**config.mk**
```make
export PLATFORM = sky130hd
export DESIGN_NAME = time_set_ctrl_flat
export DESIGN_NICKNAME = d
export VERILOG_FILES = /design/src/rtl/time_set_ctrl_if.sv /design/src/rtl/time_set_ctrl.sv /design/src/flat_wrapper.sv
export SDC_FILE = /design/constraint.sdc
export NUM_CORES = 1
export LEC_CHECK = 0
export CAP_MARGIN = 20
export CORE_UTILIZATION = 51
export DETAILED_ROUTE_END_ITERATION = 7
export HOLD_SLACK_MARGIN = 0.06
export PLACE_DENSITY = 0.91
export SETUP_SLACK_MARGIN = 0.3
export SLEW_MARGIN = 20
export SYNTH_ARGS = -nofsm -noshare
export SYNTH_HDL_FRONTEND = slang
export SYNTH_SLANG_ARGS = --single-unit
```
**constraint.sdc**
```tcl
create_clock -name clk -period 2.8 [get_ports clk]
set_clock_uncertainty 0.15 [all_clocks]
set_input_delay 0.84 -clock clk [delete_from_list [all_inputs] [get_ports clk]]
set_output_delay 0.84 -clock clk [all_outputs]
set_load 0.01 [all_outputs]
```
**src/rtl/time_set_ctrl_if.sv**
```systemverilog
// Load/readback bus between the time-set controller and the sec/min/hr counters.
interface time_set_ctrl_if;
  logic [5:0] databus;
  logic [5:0] data;
  logic       sec_en;
  logic       min_en;
  logic       hr_en;
  logic       sec_ld;
  logic       min_ld;
  logic       hr_ld;

  modport master (
    input  databus,
    output data, sec_en, min_en, hr_en, sec_ld, min_ld, hr_ld
  );

  modport slave (
    output databus,
    input  data, sec_en, min_en, hr_en, sec_ld, min_ld, hr_ld
  );
endinterface

```
**src/rtl/time_set_ctrl.sv**
```systemverilog
// Front-panel time-set controller: fetch, edit and write back sec, min, hr in turn.
// Optional display blink divider enabled by defining TIME_SET_BLINK_EN.
module time_set_ctrl #(
  parameter int SEC_MAX   = 59,
  parameter int MIN_MAX   = 59,
  parameter int HR_MAX    = 23,
  parameter int BLINK_DIV = 25000000
) (
  input  logic           clk,
  input  logic           clear_n,
  input  logic           set_btn,
  input  logic           inc_btn,
  input  logic           dec_btn,
  input  logic           abort_btn,
  time_set_ctrl_if.master bus,
  output logic [5:0]     edit_val,
  output logic [1:0]     field,
  output logic           editing,
  output logic           blink
);

  typedef enum logic [1:0] {IDLE, FETCH, EDIT, COMMIT} state_t;

  state_t     state;
  logic [2:0] en_vec;   // bit 0 = sec, 1 = min, 2 = hr
  logic [2:0] ld_vec;
  logic [5:0] data_reg;
  logic [5:0] cur_max;
  logic       inc_only;
  logic       dec_only;

  assign bus.sec_en = en_vec[0];
  assign bus.min_en = en_vec[1];
  assign bus.hr_en  = en_vec[2];
  assign bus.sec_ld = ld_vec[0];
  assign bus.min_ld = ld_vec[1];
  assign bus.hr_ld  = ld_vec[2];
  assign bus.data   = data_reg;

  assign inc_only = inc_btn & ~dec_btn;
  assign dec_only = dec_btn & ~inc_btn;

  always_comb begin
    case (field)
      2'd0:    cur_max = 6'(SEC_MAX);
      2'd1:    cur_max = 6'(MIN_MAX);
      default: cur_max = 6'(HR_MAX);
    endcase
  end

  function automatic logic [2:0] field_sel(input logic [1:0] f);
    case (f)
      2'd0:    return 3'b001;
      2'd1:    return 3'b010;
      default: return 3'b100;
    endcase
  endfunction

  always_ff @(posedge clk or negedge clear_n) begin
    if (!clear_n) begin
      state    <= IDLE;
      field    <= 2'd0;
      edit_val <= 6'd0;
      data_reg <= 6'd0;
      en_vec   <= 3'b000;
      ld_vec   <= 3'b000;
      editing  <= 1'b0;
    end else begin
      case (state)
        IDLE: begin
          if (set_btn) begin
            state   <= FETCH;
            field   <= 2'd0;
            en_vec  <= 3'b001;
            editing <= 1'b1;
          end
        end
        FETCH: begin
          // Out-of-range readback (e.g. uninitialised counter) starts editing at 0.
          edit_val <= (bus.databus > cur_max) ? 6'd0 : bus.databus;
          en_vec   <= 3'b000;
          state    <= EDIT;
        end
        EDIT: begin
          if (abort_btn) begin
            state   <= IDLE;
            editing <= 1'b0;
          end else if (set_btn) begin
            state    <= COMMIT;
            data_reg <= edit_val;
            ld_vec   <= field_sel(field);
          end else if (inc_only) begin
            edit_val <= (edit_val == cur_max) ? 6'd0 : edit_val + 6'd1;
          end else if (dec_only) begin
            edit_val <= (edit_val == 6'd0) ? cur_max : edit_val - 6'd1;
          end
        end
        COMMIT: begin
          ld_vec   <= 3'b000;
          data_reg <= 6'd0;
          if (field == 2'd2) begin
            state   <= IDLE;
            field   <= 2'd0;
            editing <= 1'b0;
          end else begin
            state  <= FETCH;
            field  <= field + 2'd1;
            en_vec <= (field == 2'd0) ? 3'b010 : 3'b100;
          end
        end
        default: state <= IDLE;
      endcase
    end
  end

`ifdef TIME_SET_BLINK_EN
  localparam logic [24:0] DIV_LAST = 25'(BLINK_DIV - 1);

  logic [24:0] div_cnt;

  // Any button activity, or not being in EDIT, restarts the phase with the digit lit.
  always_ff @(posedge clk or negedge clear_n) begin
    if (!clear_n) begin
      div_cnt <= 25'd0;
      blink   <= 1'b1;
    end else if (state == EDIT && !abort_btn && !set_btn && !inc_btn && !dec_btn) begin
      if (div_cnt == DIV_LAST) begin
        div_cnt <= 25'd0;
        blink   <= ~blink;
      end else begin
        div_cnt <= div_cnt + 25'd1;
      end
    end else begin
      div_cnt <= 25'd0;
      blink   <= 1'b1;
    end
  end
`else
  assign blink = 1'b1;
`endif

endmodule

```
**src/flat_wrapper.sv**
```systemverilog
// flat-port wrapper written by rule: the top's interface ports become plain ports
module time_set_ctrl_flat 
#(
  parameter int SEC_MAX   = 59,
  parameter int MIN_MAX   = 59,
  parameter int HR_MAX    = 23,
  parameter int BLINK_DIV = 25000000
)
  (clk, clear_n, set_btn, inc_btn, dec_btn, abort_btn, edit_val, field, editing, blink, bus_databus, bus_data, bus_sec_en, bus_min_en, bus_hr_en, bus_sec_ld, bus_min_ld, bus_hr_ld);
  time_set_ctrl_if bus_i ();
  input  logic clk;
  input  logic clear_n;
  input  logic set_btn;
  input  logic inc_btn;
  input  logic dec_btn;
  input  logic abort_btn;
  output logic [5:0] edit_val;
  output logic [1:0] field;
  output logic editing;
  output logic blink;
  input wire logic [$bits(bus_i.databus)-1:0] bus_databus;
  output wire logic [$bits(bus_i.data)-1:0] bus_data;
  output wire logic [$bits(bus_i.sec_en)-1:0] bus_sec_en;
  output wire logic [$bits(bus_i.min_en)-1:0] bus_min_en;
  output wire logic [$bits(bus_i.hr_en)-1:0] bus_hr_en;
  output wire logic [$bits(bus_i.sec_ld)-1:0] bus_sec_ld;
  output wire logic [$bits(bus_i.min_ld)-1:0] bus_min_ld;
  output wire logic [$bits(bus_i.hr_ld)-1:0] bus_hr_ld;
  assign bus_i.databus = bus_databus;
  assign bus_data = bus_i.data;
  assign bus_sec_en = bus_i.sec_en;
  assign bus_min_en = bus_i.min_en;
  assign bus_hr_en = bus_i.hr_en;
  assign bus_sec_ld = bus_i.sec_ld;
  assign bus_min_ld = bus_i.min_ld;
  assign bus_hr_ld = bus_i.hr_ld;
  time_set_ctrl #(.SEC_MAX(SEC_MAX), .MIN_MAX(MIN_MAX), .HR_MAX(HR_MAX), .BLINK_DIV(BLINK_DIV)) u_core (.clk(clk), .clear_n(clear_n), .set_btn(set_btn), .inc_btn(inc_btn), .dec_btn(dec_btn), .abort_btn(abort_btn), .bus(bus_i), .edit_val(edit_val), .field(field), .editing(editing), .blink(blink));
endmodule
```
==> impl_metrics.json <==
{
  "end_kind": "primary output",
  "vias_per_cell": 5.903,
  "synth_nets": 199,
  "slew_headroom_pct": 55.90,
  "setup_violations": 0,
  "placed_area_um2": 2037,
  "p_switching_uw": 978.0,
  "final_hold_viol_count": 0,
  "clk_pin_slew_worst_paths_ns": 0.14,
  "min_path_type": "flip-flop to flip-flop",
  "yosys-top-cells-area": "dfrtp_1, a22o_1, ha_1, nor2_1, clkbuf_8",
  "critical_path.max_fanout": 9,
  "grt_pass1_vias": 1441,
  "cts_tree": "done",
  "ir_drop_uv": 544.0,
  "cts_made_buffers": 3,
  "ys_async_sr_fraction_pct": 100.0,
  "synth_cells": 177,
  "total_power_mw": 2.213,
  "critPathKind": "flip-flop to primary output",
  "io_buffers": 32,
  "worstPathArrival_ns": 1.48,
  "critical_path_required_ns": 1.81,
  "core-area_um2": 3078,
  "row_count": 20,
  "synth_ff_type": "dfrtp_1",
  "utilization_pct": 68.37,
  "nets": 238,
  "p_leak_nw": 0.9115,
  "stdcell_area_um2": 2105,
  "pwr-share-comb_pct": 63.7,
  "synthToLayoutAreaGrowth_pct": 25.43,
  "cts_max_path_buffers": 2,
  "seq_area_frac_synth_pct": 34.30,
  "avgRoutedWirePerCell_um": 15.23,
  "status": "completed",
  "grt_max_degree": 24,
  "ys_ff_latch": 23,
  "synth_edf_count": 0,
  "pre_cts_slack_ns": -0.02060,
  "cap_violations": 0,
  "fin_crit_ns": 2.465,
  "synthTopCellsByCount": "dfrtp_1, a22o_1, nor2_1, nand2_1, ha_1",
  "cts_sinks": 23,
  "start_kind": "flip-flop",
  "first_iter_violations": 66,
  "fin_crit_sh_pct": 88.04,
  "htree_levels": 1,
  "finalWorstSetupSlack_ns": 0.3348,
  "wl_um": 3945,
  "power_density_nw_per_um2": 1051,
  "synth_most_common_cell": "dfrtp_1",
  "synth_area_leader_cell": "dfrtp_1",
  "antenna_found_initial": 0,
  "path_buf_inv": 1,
  "ioPinCount": 34,
  "fmax_ghz": 0.4056,
  "dp_hpwl_um": 2871,
  "firstDrtPassIters": 4,
  "fin_cells": 259,
  "grt_first_pass_wirelength_um": 6637,
  "p_sw_share_pct": 44.20,
  "via_count": 1529,
  "overflow": 0,
  "die_x_um": 59.36,
  "synth_cell_types": 51,
  "power.internal_mw": 1.235,
  "route.detailed.drc": 0,
  "critical_path.slowest_cell": "clkdlybuf4s50_1",
  "synth_top_area_share_pct": 34.30,
  "start_util_pct": 54.51,
  "antenna_left": 0,
  "drive_gt1_share_pct": 15.35,
  "seqPwrFrac_pct": 28.8,
  "grt.total_usage_pct": 25.35,
  "drv_slew": 0,
  "clkPwrFrac_pct": 7.5,
  "cts-root-buf": "clkbuf_4",
  "crit_chain": "clkdlybuf4s50_1",
  "yosysWarnings": 0,
  "max_stage_delay_ns": 0.60,
  "syn_area_um2": 1678,
  "n_antenna_cell": 0,
  "dp.cells": 253,
  "die_h_um": 59.36,
  "grt_setup_unrepaired": "true",
  "insertion_delay_ns": 0.33,
  "worst_pin_slew_ns": 0.6591,
  "gp_congestion": 0.8080,
  "cp_top_family": "buffers and inverters",
  "dieArea_um2": 3523,
  "avgSynthCellArea_um2": 9.479
}
-- cell usage in the layout, fill, tap and decap left out, types with 3 or more instances in the layout --
cell | netlist | final
nand2b_1 | 6 | 6
a31o_2 | 3 | 3
clkdlybuf4s50_1 | 0 | 31
o21ai_0 | 8 | 8
xnor2_1 | 4 | 4
nand3_1 | 5 | 4
nor2b_1 | 4 | 4
clkbuf_4 | 0 | 3
buf_4 | 1 | 13
dfrtp_1 | 23 | 20
a22oi_1 | 3 | 3
nor3_1 | 5 | 5
inv_1 | 8 | 8
a22o_1 | 18 | 18
nor2_1 | 14 | 14
nand2_1 | 11 | 11
ha_1 | 10 | 9
dfrtp_2 | 0 | 3
a21oi_1 | 8 | 7
-- cell families after synthesis --
family,share of synthesized area [%]
AOI/OAI and AO/OA,25.58
xor gates and xnor gates,2.610
adders and majority gates,8.054
buffers and inverters,7.904
DFF,34.30
muxes,1.864
other,0.2235
and+or+nand+nor,19.46
-- cell type report --
type                    count  area (um2)
clock inverters             1       5.005
multi-input cells         134       988.4
repair buffers             45       420.4
inverters                   9       33.78
fillers                   240       973.4
well taps                  44       55.05
clock buffers               3       22.52
flip-flops and latches     23       579.3
-- power by group through the flow --
stage | logic, mW | registers (mW) | clock network (mW)
after floorplan | 0.900 | 0.668 | 0
after global placement | 1.31 | 0.652 | 0
after detailed placement | 1.34 | 0.658 | 0
after CTS | 1.35 | 0.653 | 0.168
after global routing | 1.54 | 0.661 | 0.180
final | 1.41 | 0.638 | 0.165
-- path summary, 6_finish.rpt --
check	slack, ns	from	to	depth (start not counted)
max	0.33	u_core.edit_val[5]$_DFFE_PN0P_	edit_val[5]	1
min	0.38	u_core.editing$_DFFE_PN0P_	u_core.editing$_DFFE_PN0P_	1
max reg2reg	0.44	u_core.edit_val[0]$_DFFE_PN0P_	u_core.edit_val[4]$_DFFE_PN0P_	7
min reg2reg	0.38	u_core.editing$_DFFE_PN0P_	u_core.editing$_DFFE_PN0P_	1
max in group asynchronous	1.54	clear_n	u_core.field[1]$_DFFE_PN0P_	2
min in group asynchronous	0.69	clear_n	u_core.state[0]$_DFFE_PN0P_	2
-- per-layer routing --
metal | vias to the layer above | global-route usage [%] | part of all wire (%) | wire, um
li1 | 738 | - | - | -
met1 | 716 | 33.61 | 44 | 1740
met2 | 68 | 39.81 | 48 | 1903
met3 | 7 | 3.493 | 5.6 | 219
met4 | 0 | 13.95 | 2.1 | 81
met5 | - | 0 | 0 | 0
-- through the flow --
step	hold slack [ns]	setup TNS (ns)
after floorplan	0.3565	0
after global placement	0.3422	0
after detailed placement	0.3398	-0.03796
after CTS	0.3746	0
after global routing	0.4083	0
final	0.3761	0
-- timing repair --
action,in CTS,in global routing
gates cloned,0,0
endpoints found under the setup margin,2,5
hold buffers,0,0
pin swaps,0,1
resized for setup,2,6
buffers inserted,0,2
(Power assumes the default switching activity.)
